$ cat src/rtl/pc_sequencer.sv
// Fetch-address sequencer: sequential, branch, jump, call/return via a
// return-address stack, trap entry/return, with target-alignment trapping.
module pc_sequencer #(
    parameter int                    WORD_SIZE    = 32,
    parameter logic [WORD_SIZE-1:0]  RESET_VECTOR = '0,
    parameter logic [WORD_SIZE-1:0]  TRAP_VECTOR  = 'h100,
    parameter int                    INST_BYTES   = 4,
    parameter int                    RAS_DEPTH    = 4
) (
    input  logic                         clk,
    input  logic                         rst,
    input  logic                         en,
    input  logic [2:0]                   op,
    input  logic [WORD_SIZE-1:0]         X,
    input  logic                         clr_err,
    output logic [WORD_SIZE-1:0]         addr,
    output logic [WORD_SIZE-1:0]         next_addr,
    output logic [WORD_SIZE-1:0]         epc,
    output logic [$clog2(RAS_DEPTH):0]   ras_count,
    output logic                         misaligned,
    output logic                         ras_overflow,
    output logic                         ras_underflow
);

    localparam int PW = $clog2(RAS_DEPTH);
    localparam int CW = PW + 1;

    localparam logic [WORD_SIZE-1:0] INC        = WORD_SIZE'(INST_BYTES);
    localparam logic [WORD_SIZE-1:0] ALIGN_MASK = WORD_SIZE'(INST_BYTES - 1);
    localparam logic [CW-1:0]        FULL_CNT   = CW'(RAS_DEPTH);

    typedef enum logic [2:0] {
        OP_SEQ    = 3'd0,
        OP_BRANCH = 3'd1,
        OP_JUMP   = 3'd2,
        OP_CALL   = 3'd3,
        OP_RET    = 3'd4,
        OP_TRAP   = 3'd5,
        OP_TRET   = 3'd6,
        OP_RSVD   = 3'd7
    } op_e;

    logic [WORD_SIZE-1:0] r_addr;
    logic [WORD_SIZE-1:0] r_epc;
    logic [WORD_SIZE-1:0] r_ras [RAS_DEPTH];
    logic [PW-1:0]        r_top;
    logic [CW-1:0]        r_count;
    logic                 r_mis;
    logic                 r_ovf;
    logic                 r_unf;

    op_e                  w_op;
    logic [WORD_SIZE-1:0] w_seq;
    logic [WORD_SIZE-1:0] w_raw;
    logic [WORD_SIZE-1:0] w_next;
    logic                 w_chk;
    logic                 w_mis;
    logic                 w_call;
    logic                 w_ret;
    logic                 w_push;
    logic                 w_pop;
    logic                 w_under;
    logic                 w_save_epc;
    logic                 w_empty;
    logic                 w_full;
    logic [PW-1:0]        w_top_inc;
    logic [PW-1:0]        w_top_dec;

    assign w_op      = op_e'(op);
    assign w_empty   = (r_count == '0);
    assign w_full    = (r_count == FULL_CNT);
    assign w_top_inc = r_top + PW'(1);
    assign w_top_dec = r_top - PW'(1);

    // Raw target selection per op, then alignment screening into next_addr.
    always_comb begin
        w_seq  = r_addr + INC;
        w_raw  = w_seq;
        w_chk  = 1'b0;
        w_call = 1'b0;
        w_ret  = 1'b0;
        case (w_op)
            OP_BRANCH: begin
                w_raw = r_addr + X;
                w_chk = 1'b1;
            end
            OP_JUMP: begin
                w_raw = X;
                w_chk = 1'b1;
            end
            OP_CALL: begin
                w_raw  = X;
                w_chk  = 1'b1;
                w_call = 1'b1;
            end
            OP_RET: begin
                w_raw = w_empty ? w_seq : r_ras[r_top];
                w_chk = 1'b1;
                w_ret = 1'b1;
            end
            OP_TRAP: begin
                w_raw = TRAP_VECTOR;
            end
            OP_TRET: begin
                w_raw = r_epc;
                w_chk = 1'b1;
            end
            default: begin
                w_raw = w_seq;
            end
        endcase
        w_mis  = w_chk && ((w_raw & ALIGN_MASK) != '0);
        w_next = w_mis ? TRAP_VECTOR : w_raw;
    end

    // Side-effect strobes; a misaligned call is squashed, a return still pops.
    always_comb begin
        w_push     = w_call && !w_mis;
        w_pop      = w_ret && !w_empty;
        w_under    = w_ret && w_empty;
        w_save_epc = (w_op == OP_TRAP) || w_mis;
    end

    // Fetch address register.
    always_ff @(posedge clk or negedge rst) begin
        if (!rst) begin
            r_addr <= RESET_VECTOR;
        end else if (en) begin
            r_addr <= w_next;
        end
    end

    // Exception PC captured on trap entry or alignment trap.
    always_ff @(posedge clk or negedge rst) begin
        if (!rst) begin
            r_epc <= '0;
        end else if (en && w_save_epc) begin
            r_epc <= r_addr;
        end
    end

    // Stack storage has no reset; only entries below the count are read.
    always_ff @(posedge clk) begin
        if (en && w_push) begin
            r_ras[w_top_inc] <= w_seq;
        end
    end

    // Top pointer and occupancy; a push when full overwrites the oldest slot.
    always_ff @(posedge clk or negedge rst) begin
        if (!rst) begin
            r_top   <= '0;
            r_count <= '0;
        end else if (en) begin
            if (w_push) begin
                r_top <= w_top_inc;
                if (!w_full) begin
                    r_count <= r_count + CW'(1);
                end
            end else if (w_pop) begin
                r_top   <= w_top_dec;
                r_count <= r_count - CW'(1);
            end
        end
    end

    // Misalignment pulse follows each enabled edge and holds through stalls.
    always_ff @(posedge clk or negedge rst) begin
        if (!rst) begin
            r_mis <= 1'b0;
        end else if (en) begin
            r_mis <= w_mis;
        end
    end

    // Sticky stack errors; a new set beats a simultaneous clear.
    always_ff @(posedge clk or negedge rst) begin
        if (!rst) begin
            r_ovf <= 1'b0;
            r_unf <= 1'b0;
        end else begin
            if (en && w_push && w_full) begin
                r_ovf <= 1'b1;
            end else if (clr_err) begin
                r_ovf <= 1'b0;
            end
            if (en && w_under) begin
                r_unf <= 1'b1;
            end else if (clr_err) begin
                r_unf <= 1'b0;
            end
        end
    end

    assign addr          = r_addr;
    assign next_addr     = w_next;
    assign epc           = r_epc;
    assign ras_count     = r_count;
    assign misaligned    = r_mis;
    assign ras_overflow  = r_ovf;
    assign ras_underflow = r_unf;

endmodule

$ cat config.mk
export PLATFORM = sky130hd
export DESIGN_NAME = pc_sequencer
export DESIGN_NICKNAME = d
export VERILOG_FILES = /design/src/rtl/pc_sequencer.sv
export SDC_FILE = /design/constraint.sdc
export NUM_CORES = 1
export LEC_CHECK = 0
export BUFFER_PORTS_ARGS = -buffer_cell sky130_fd_sc_hd__buf_4
export CAP_MARGIN = 20
export CORE_AREA = 5 5 155 305
export CTS_CLUSTER_SIZE = 10
export DETAILED_ROUTE_END_ITERATION = 10
export DIE_AREA = 0 0 160 310
export GPL_TIMING_DRIVEN = 1
export PLACE_DENSITY = 0.38
export SYNTH_ARGS = -nofsm -noshare
export SYNTH_HDL_FRONTEND = slang
export SYNTH_SLANG_ARGS = --single-unit
$ cat constraint.sdc
create_clock -name clk -period 7.5 [get_ports clk]
set_input_delay 1.125 -clock clk [delete_from_list [all_inputs] [get_ports clk]]
set_output_delay 1.125 -clock clk [all_outputs]
set_load 0.02 [all_outputs]
======== Yosys cells after proc, flatten, opt, wreduce, memory -nomap -nowiden ========
Memory sizes are Yosys's and may differ from the RTL's.
Cells that the tools add are included.
storage, ports and cells
  output and inout port bits .............. 102
  flip-flop bits (word level) ............. 72
  RAM bits ................................ 128
  word-level logic and storage cells ...... 58
  memories ................................ 1
operators by class
  equal/unequal tests ..................... 8
  muxes and demuxes ....................... 16
  reduce and logical (&&, ||, !) cells .... 20
  $add $sub $neg .......................... 6
memories
  name   depth  bits a word  read ports  clocked after memory_dff  wr ports  RTL line  source
  r_ras  4      32           1           0                         1         45        logic [WORD_SIZE-1:0] r_ras [RAS_DEPTH];
operators with widths
  kind                     number
  $pmux W32 S5             1
  $mux W32                 2
  $add A32 B3 Y32 const B  1
  $add A32 B32 Y32         1
  $reduce_bool A32 Y1      1
  $eq A3 B3 Y1 const B     4
  $mux W3                  3
  $logic_and A1 B1 Y1      8
  $mux W1                  8
  $eq A3 B2 Y1 const B     2
  $reduce_bool A2 Y1       3
  $reduce_or A5 Y1         1
  $mux W2                  2
  $add A3 B1 Y3 const B    1
  $eq A3 B1 Y1 const B     1
  $logic_not A3 Y1         1
  $reduce_and A3 Y1        1
  $sub A3 B1 Y3 const B    1
  $add A2 B1 Y2 const B    1
  $logic_not A1 Y1         2
  $ne A2 B2 Y1 const B     1
  $reduce_and A2 Y1        1
  $reduce_or A2 Y1         1
  $sub A2 B1 Y2 const B    1
  $logic_or A1 B1 Y1       1

======== Longest topological paths before layout ========
Gate-level depths: netlist (run 1).
  depth after elaboration ................. 10
  depth in mapped cells ................... 14
  depth with buffers taken out ............ 13

======== Least setup slack after synthesis (run 1) ========
Ideal clock, no wire load.
  kind .................................... input port to output port
  from .................................... in X[4]
  to ...................................... out next_addr[29]
  arrival ................................. 3.412 ns
  stages on the path ...................... 11
  setup slack ............................. 2.963 ns
  buffers on the path ..................... 0
  cell sequence ........................... ha_1 o21a_1 o21a_1 o22ai_4 o41ai_4 a21oi_4 o31ai_4 mux2i_1 a21boi_1 o22a_1 nor2_1
on the way
  cells in the longest elaborated chain, start to end .. 3
ends and longest elaborated chain
  item                RTL line  source
  start: declaration  14        input logic [WORD_SIZE-1:0] X,
  $add A32 B32 Y32    84        w_raw = r_addr + X;
  $pmux W32 S5        82        case (w_op)
  $mux W32            113       w_next = w_mis ? TRAP_VECTOR : w_raw;
  end: declaration    17        output logic [WORD_SIZE-1:0] next_addr,
Every way passes these cells.

======== Worst setup path in the final report (run 1) ========
  from .................................... in X[0]
  to ...................................... out next_addr[24]
on the way
  cells in the longest elaborated chain, start to end .. 5
ends and longest elaborated chain
  item                 RTL line  source
  $add A32 B32 Y32     84
  $pmux W32 S5 *       82
  $reduce_bool A32 Y1  112       w_mis = w_chk && ((w_raw & ALIGN_MASK) != '0);
  $logic_and A1 B1 Y1  112
  $mux W32 *           113
Mark *: on every way between the ends. The rest lies on a longest branch, timed or not.

==> results.py, run 1 <==
metrics = {
    "outcome": {
        "status": "completed",
    },
    "cts": {
        "cts_buffers": 17,
        "ctsResizeCount": 0,
        "cts_buffer_depth": 2,
        "cts_hold_buf": 0,
        "clock_sinks": 200,
        "cts.htree.levels": 4,
        "clk_latency_ns": 0.45,
        "cts.clk_slew.worst_paths_ns": 0.07,
        "cts_tree": "built",
        "post_cts_buffers": 0,
        "cts_root_buffer": "clkbuf_16",
    },
    "cells_and_area": {
        "nets": 1096,
        "stdcell_count": 1592,
        "n_fill_cell": 4612,
        "final_common_cell": "buf_4",
        "layout_common_cells": "buf_4 (153), edfxtp_1 (128), nand2_1 (89)",
        "final_design_area_no_fill_um2": 13200,
        "drive_above_1_share_pct": 27.9,
        "area_delta_synth_final_pct": 20.2,
        "antenna_cells": 0,
    },
    "placed_design": {
        "io_buffers": 140,
        "pre_cts_ws_ns": 2.13,
        "gp_congestion": 0.827,
        "placed_cells": 1560,
        "place_hpwl_um": 27400,
        "place_area_um2": 12600,
    },
    "die": {
        "die_area_um2": 49600,
        "die_width_um": 160,
        "io_pins": 141,
        "rows": 110,
        "die_h_um": 310,
        "start_util_pct": 24.6,
        "core_area_um2": 44700,
    },
    "power": {
        "ir_drop_uv": 196,
        "leakage_nw": 5.22,
        "pwr_density_cell_nw_per_um2": 339,
    },
    "sta": {
        "hold_violations": 0,
        "slew_violations": 0,
        "tns_ns": 0,
        "fin_hold_ws_ns": 0.523,
        "clock_skew_ns": 0.0100,
        "timing.final.crit_share_pct": 71.0,
        "slew_headroom_pct": 34.2,
        "rsz0062_at_grt": "false",
        "setup_viol": 0,
        "layout_setup_ws_ns": 2.17,
        "tightest_slew_ns": 0.984,
        "max_freq_mhz": 188,
        "period_needed_ns": 5.33,
    },
    "yosys": {
        "ys_top_cells_by_area": "edfxtp_1 (35%), dfrtp_1 (16%), mux4_2 (6.1%), ha_1 (4.2%), nand2_1 (3.0%)",
        "avgSynthCellArea_um2": 12.3,
        "synth_cell_type_count": 79,
        "async_flop_share_pct": 36.0,
        "synth-edff-count": 128,
        "synth_top_area_share_pct": 35.0,
        "ys_ff_latch": 200,
        "synth_ff_type": "edfxtp_1",
        "synthesis.area_um2": 11000,
        "yosysWarningCount": 0,
        "ys_seq_area_share_pct": 51.4,
        "syn_nets": 973,
        "synth_cells": 896,
        "yosysTopAreaCell": "edfxtp_1",
    },
    "grt": {
        "first_global_vias": 8568,
        "grt_pass1_wl_um": 56100,
        "grt_overflow_total": 0,
        "grt_usage_pct": 15.1,
        "antenna_found_initial": 0,
        "grt_max_degree": 44,
    },
    "critical_path": {
        "rr_startpoint": "addr[0]",
        "crit_path_end_kind": "output port",
        "reg2regPathDepth": 10,
        "reg2reg_to": "r_ras[0][10]",
        "arrival_ns": 4.20,
        "crit_path_max_fanout": 4,
        "cp-start-kind": "input pin",
        "worstPathRequired_ns": 6.38,
        "rrSetupSlack_ns": 3.01,
        "path_class": "in -> out",
    },
    "route": {
        "route.detailed.drc": 0,
        "via_per_inst": 5.11,
        "drt_pass1_iterations": 8,
        "antenna_left": 0,
        "vias": 8131,
        "highest_layer": "met4",
        "wirelength_um": 37700,
        "drt_iter0_drc": 585,
        "wl_met2_um": 19700,
        "wirelength_met1_um": 15600,
        "wl_met3_um": 1820,
        "wire_per_inst_um": 23.7,
    },
    "min_path": {
        "worstHoldEndpoint": "epc[2]",
        "hold_class": "reg -> reg",
        "worstHoldStart": "epc[2]",
        "hold_depth": 2,
    },
    "job": {
        "max_cap_violations": 0,
    },
}
## kinds of logic after synthesis
| logic type | after synthesis | share of synthesized area (%) |
|---|---|---|
| AO/OA/AOI/OAI | 213 | 14.2 |
| XOR/XNOR | 54 | 4.30 |
| adder cells (fa/ha/maj) | 38 | 4.40 |
| buffers and inverters | 74 | 3.15 |
| flip-flops | 200 | 51.4 |
| multiplexers | 81 | 12.1 |
| AND/OR/NAND/NOR | 236 | 10.5 |
## power breakdown
part | total (W) | switching [W] | internal (W)
sequential | 0.00162 | 0.000231 | 0.00138
clock | 0.000943 | 0.000418 | 0.000525
combinational | 0.00192 | 0.00109 | 0.000825
## how the worst max path moves through the flow
stage,from,end,slack (ns),depth (start not counted)
5_1_grt,addr[0],next_addr[24],1.86,14
2_1_floorplan,X[4],next_addr[29],2.96,11
4_1_cts,addr[0],next_addr[24],2.10,14
3_5_place_dp,X[0],next_addr[24],2.13,15
6_report,X[0],next_addr[24],2.17,15
3_3_place_gp,X[0],next_addr[30],2.17,15
## layout make-up
cell class	instances	area [um^2]	area share, %
multi-input cells	622	5010	37.9
clock buffers	21	440	3.33
flip-flops and latches	200	5650	42.7
inverters	24	90.1	0.682
well taps	560	701	5.30
clock inverters	11	146	1.11
repair buffers	154	1180	8.90
## per-stage QoR
step	total power [W]	utilization [%]
global placement	0.00358	28.2
finish	0.00448	29.5
detailed placement	0.00359	28.2
floorplan	0.00283	-
global route	0.00475	29.5
CTS	0.00455	29.5
## state kept, by name, summed over array words and instances, names as in the netlist
register       cells
epc               32
ras_underflow      1
r_top              2
addr              32
ras_count          3
ras_overflow       1
misaligned         1
r_ras            128
## worst max-delay path, cell delays in order
cell and delay, ns:
buf_4 0.09, ha_1 0.20, inv_1 0.07, fa_1 0.41, nand2b_1 0.20, a21oi_1 0.30, o21ai_1 0.19, a21o_1 0.21
a21oi_1 0.31, or4_1 0.18, nand4_1 0.20, nand2b_1 0.21, a22oi_1 0.23, nor2_1 0.12, buf_4 0.17
## Yosys cell counts, types with 4 or more instances
| master | instances |
|---|---|
| a31oi_1 | 19 |
| o22ai_1 | 4 |
| mux4_2 | 30 |
| nor2_1 | 45 |
| ha_1 | 37 |
| dfrtp_1 | 72 |
| o2bb2ai_1 | 7 |
| xor2_1 | 21 |
| edfxtp_1 | 128 |
| nand4_1 | 11 |
| a211oi_1 | 5 |
| buf_6 | 6 |
| a222oi_1 | 25 |
| xnor2_1 | 33 |
| and3_1 | 12 |
| a21oi_1 | 47 |
| o21bai_1 | 6 |
| or3_1 | 5 |
| o21ai_1 | 5 |
| o21a_1 | 6 |
| a21o_1 | 8 |
| nand3_1 | 25 |
| o211ai_1 | 4 |
| a211o_1 | 4 |
| a221oi_1 | 4 |
| clkbuf_1 | 29 |
| o21ai_0 | 41 |
| mux2_4 | 22 |
| inv_1 | 22 |
| nand2_1 | 89 |
| mux2_2 | 26 |
| and2_1 | 5 |
| nand2b_1 | 12 |
| buf_2 | 10 |
| nor3_1 | 14 |
## routing by layer
metal,vias to the layer above,track usage [%]
li1,3680,-
met1,4129,18.8
met2,282,26.9
met3,40,2.70
met4,0,4.35
met5,-,0
Note: power is estimated with default switching activity, not from simulation.
==> run 2, diff against run 1 <==
Clock period 7.5 ns to 5.43 ns, I/O delays scaled along.
==> results.py, run 2 (same netlist as run 1, synthesis figures left out) <==
metrics = {
    "outcome": {
        "status": "completed",
    },
    "power": {
        "seqPwrFrac_pct": 36.2,
        "ir_drop_uv": 223,
        "switchingPower_w": 0.00245,
        "pwr_density_cell_nw_per_um2": 473,
        "p_int_w": 0.00384,
        "clkPwrFrac_pct": 22.4,
        "comb_power_share_pct": 41.4,
        "switching_share_pct": 38.9,
        "leakage_nw": 5.27,
        "totalPowerFinal_w": 0.00629,
    },
    "critical_path": {
        "crit_path_max_fanout": 8,
        "path_class": "reg -> out",
        "crit_path_end_kind": "output port",
        "cp-start-kind": "flop",
        "worstPathRequired_ns": 4.62,
        "path_cells": "inv_1, fa_1, nand2b_1, a21oi_1, o21ai_1, a21o_1, a21oi_1, or4_1, nand4_1, nand2b_1, a22oi_1, nor2_1, buf_4",
        "cpMaxStageDelayCell": "dfrtp_1",
        "max_stage_delay_ns": 0.54,
        "crit_start": "addr[1]",
        "arrival_ns": 3.90,
        "rr_startpoint": "addr[1]",
    },
    "cts": {
        "cts.clk_slew.worst_paths_ns": 0.08,
        "clk_latency_ns": 0.46,
        "post_cts_buffers": 0,
        "cts.htree.levels": 4,
        "cts_tree": "built",
        "cts_hold_buf": 0,
        "cts_root_buffer": "clkbuf_16",
        "clock_sinks": 200,
        "cts_buffer_depth": 2,
        "cts_buffers": 17,
        "ctsResizeCount": 0,
    },
    "grt": {
        "grt_max_degree": 43,
        "grt_usage_pct": 15.5,
        "grt_overflow_total": 0,
        "first_global_vias": 8700,
        "antenna_found_initial": 0,
        "grt_pass1_wl_um": 57400,
    },
    "route": {
        "vias": 8120,
        "antenna_left": 0,
        "wirelength_um": 38100,
        "drt_pass1_iterations": 8,
        "drt_iter0_drc": 589,
        "via_per_inst": 5.09,
        "wire_per_inst_um": 23.9,
        "route.detailed.drc": 0,
    },
    "cells_and_area": {
        "n_fill_cell": 4580,
        "layout_common_cells": "buf_4 (156), edfxtp_1 (128), nand2_1 (89)",
        "multiInputGateArea_um2": 5010,
        "largest_register": "r_ras",
        "regArea_um2": 5650,
        "largest_register_ffs": 128,
        "final_common_cell": "buf_4",
        "nets": 1100,
        "antenna_cells": 0,
        "area_delta_synth_final_pct": 21.0,
        "drive_above_1_share_pct": 28.6,
        "utilization_pct": 29.7,
        "stdcell_count": 1596,
    },
    "die": {
        "die_width_um": 160,
        "die_h_um": 310,
        "io_pins": 141,
        "core_area_um2": 44700,
        "rows": 110,
        "start_util_pct": 24.6,
        "die_area_um2": 49600,
    },
    "sta": {
        "slew_violations": 0,
        "rsz0062_at_grt": "false",
        "timing.final.crit_share_pct": 86.7,
        "fin_hold_ws_ns": 0.295,
        "setup_viol": 0,
        "tightest_slew_ns": 0.834,
        "slew_headroom_pct": 44.4,
        "hold_violations": 0,
        "period_needed_ns": 4.71,
        "max_freq_mhz": 212,
        "tns_ns": 0,
        "clock_skew_ns": 0.00999,
    },
    "job": {
        "max_cap_violations": 0,
    },
    "placed_design": {
        "gp_congestion": 0.813,
        "placed_cells": 1564,
        "place_hpwl_um": 27600,
        "io_buffers": 140,
    },
    "min_path": {
        "hold_class": "in -> async",
    },
}
==> run 2: cell count changes in the layout (fill, tap and decap cells not counted), sizes merged <==
cell and delta:
buf +4, clkinv +2, inv +2, bufinv +1, clkbuf -3, clkinvlp -2
==> run 2: critical path: cells and delay by family, from the launching register on <==
family	cells	cell delay (ns)
fa+ha+maj	1	0.46
flops	1	0.54
buf+inv	2	0.37
compound gates	5	1.19
simple gates	5	0.87
==> run 2: path summary, 6_finish.rpt <==
check | to | slack (ns) | depth (start not counted)
min in group clk | epc[2] | 0.53 | 2
max in group asynchronous | r_top[0] | 4.10 | 2
worst min-delay path | epc[27] | 0.30 | 1
worst max register to register | r_ras[2][16] | 1.56 | 9
worst max-delay path | next_addr[24] | 0.72 | 13
worst min register to register | epc[2] | 0.53 | 2
==> run 2: power by group through the flow <==
stage	Sequential (W)	Clock [W]	Combinational, W
after floorplan	0.00237	0	0.00154
after global placement	0.00231	0	0.00263
after detailed placement	0.00232	0	0.00264
after CTS	0.00229	0.00146	0.00265
after global routing	0.00233	0.00152	0.00282
final	0.00227	0.00141	0.00261
==> run 2: routing by layer <==
metal	part of all wire [%]	GRT usage, %
met5	0	0
met4	2.2	5.07
met3	3.7	2.35
met2	53	27.9
met1	42	18.9
==> run 2: final cells by class <==
class / count / area share, %
Tap cell: 560 / 5.27
Timing Repair Buffer: 158 / 9.11
Clock buffer: 18 / 3.23
Inverter: 24 / 0.677
Clock inverter: 14 / 1.62
Multi-Input combinational cell: 622 / 37.6
Sequential cell: 200 / 42.5
==> run 2: stage by stage <==
| stage | setup WS, ns | cell area (um^2) |
|---|---|---|
| 2_1_floorplan | 1.51 | 11000 |
| 3_3_place_gp | 0.773 | 12700 |
| 3_5_place_dp | 0.767 | 12700 |
| 4_1_cts | 0.639 | 13300 |
| 5_1_grt | 0.363 | 13300 |
| 6_report | 0.720 | 13300 |
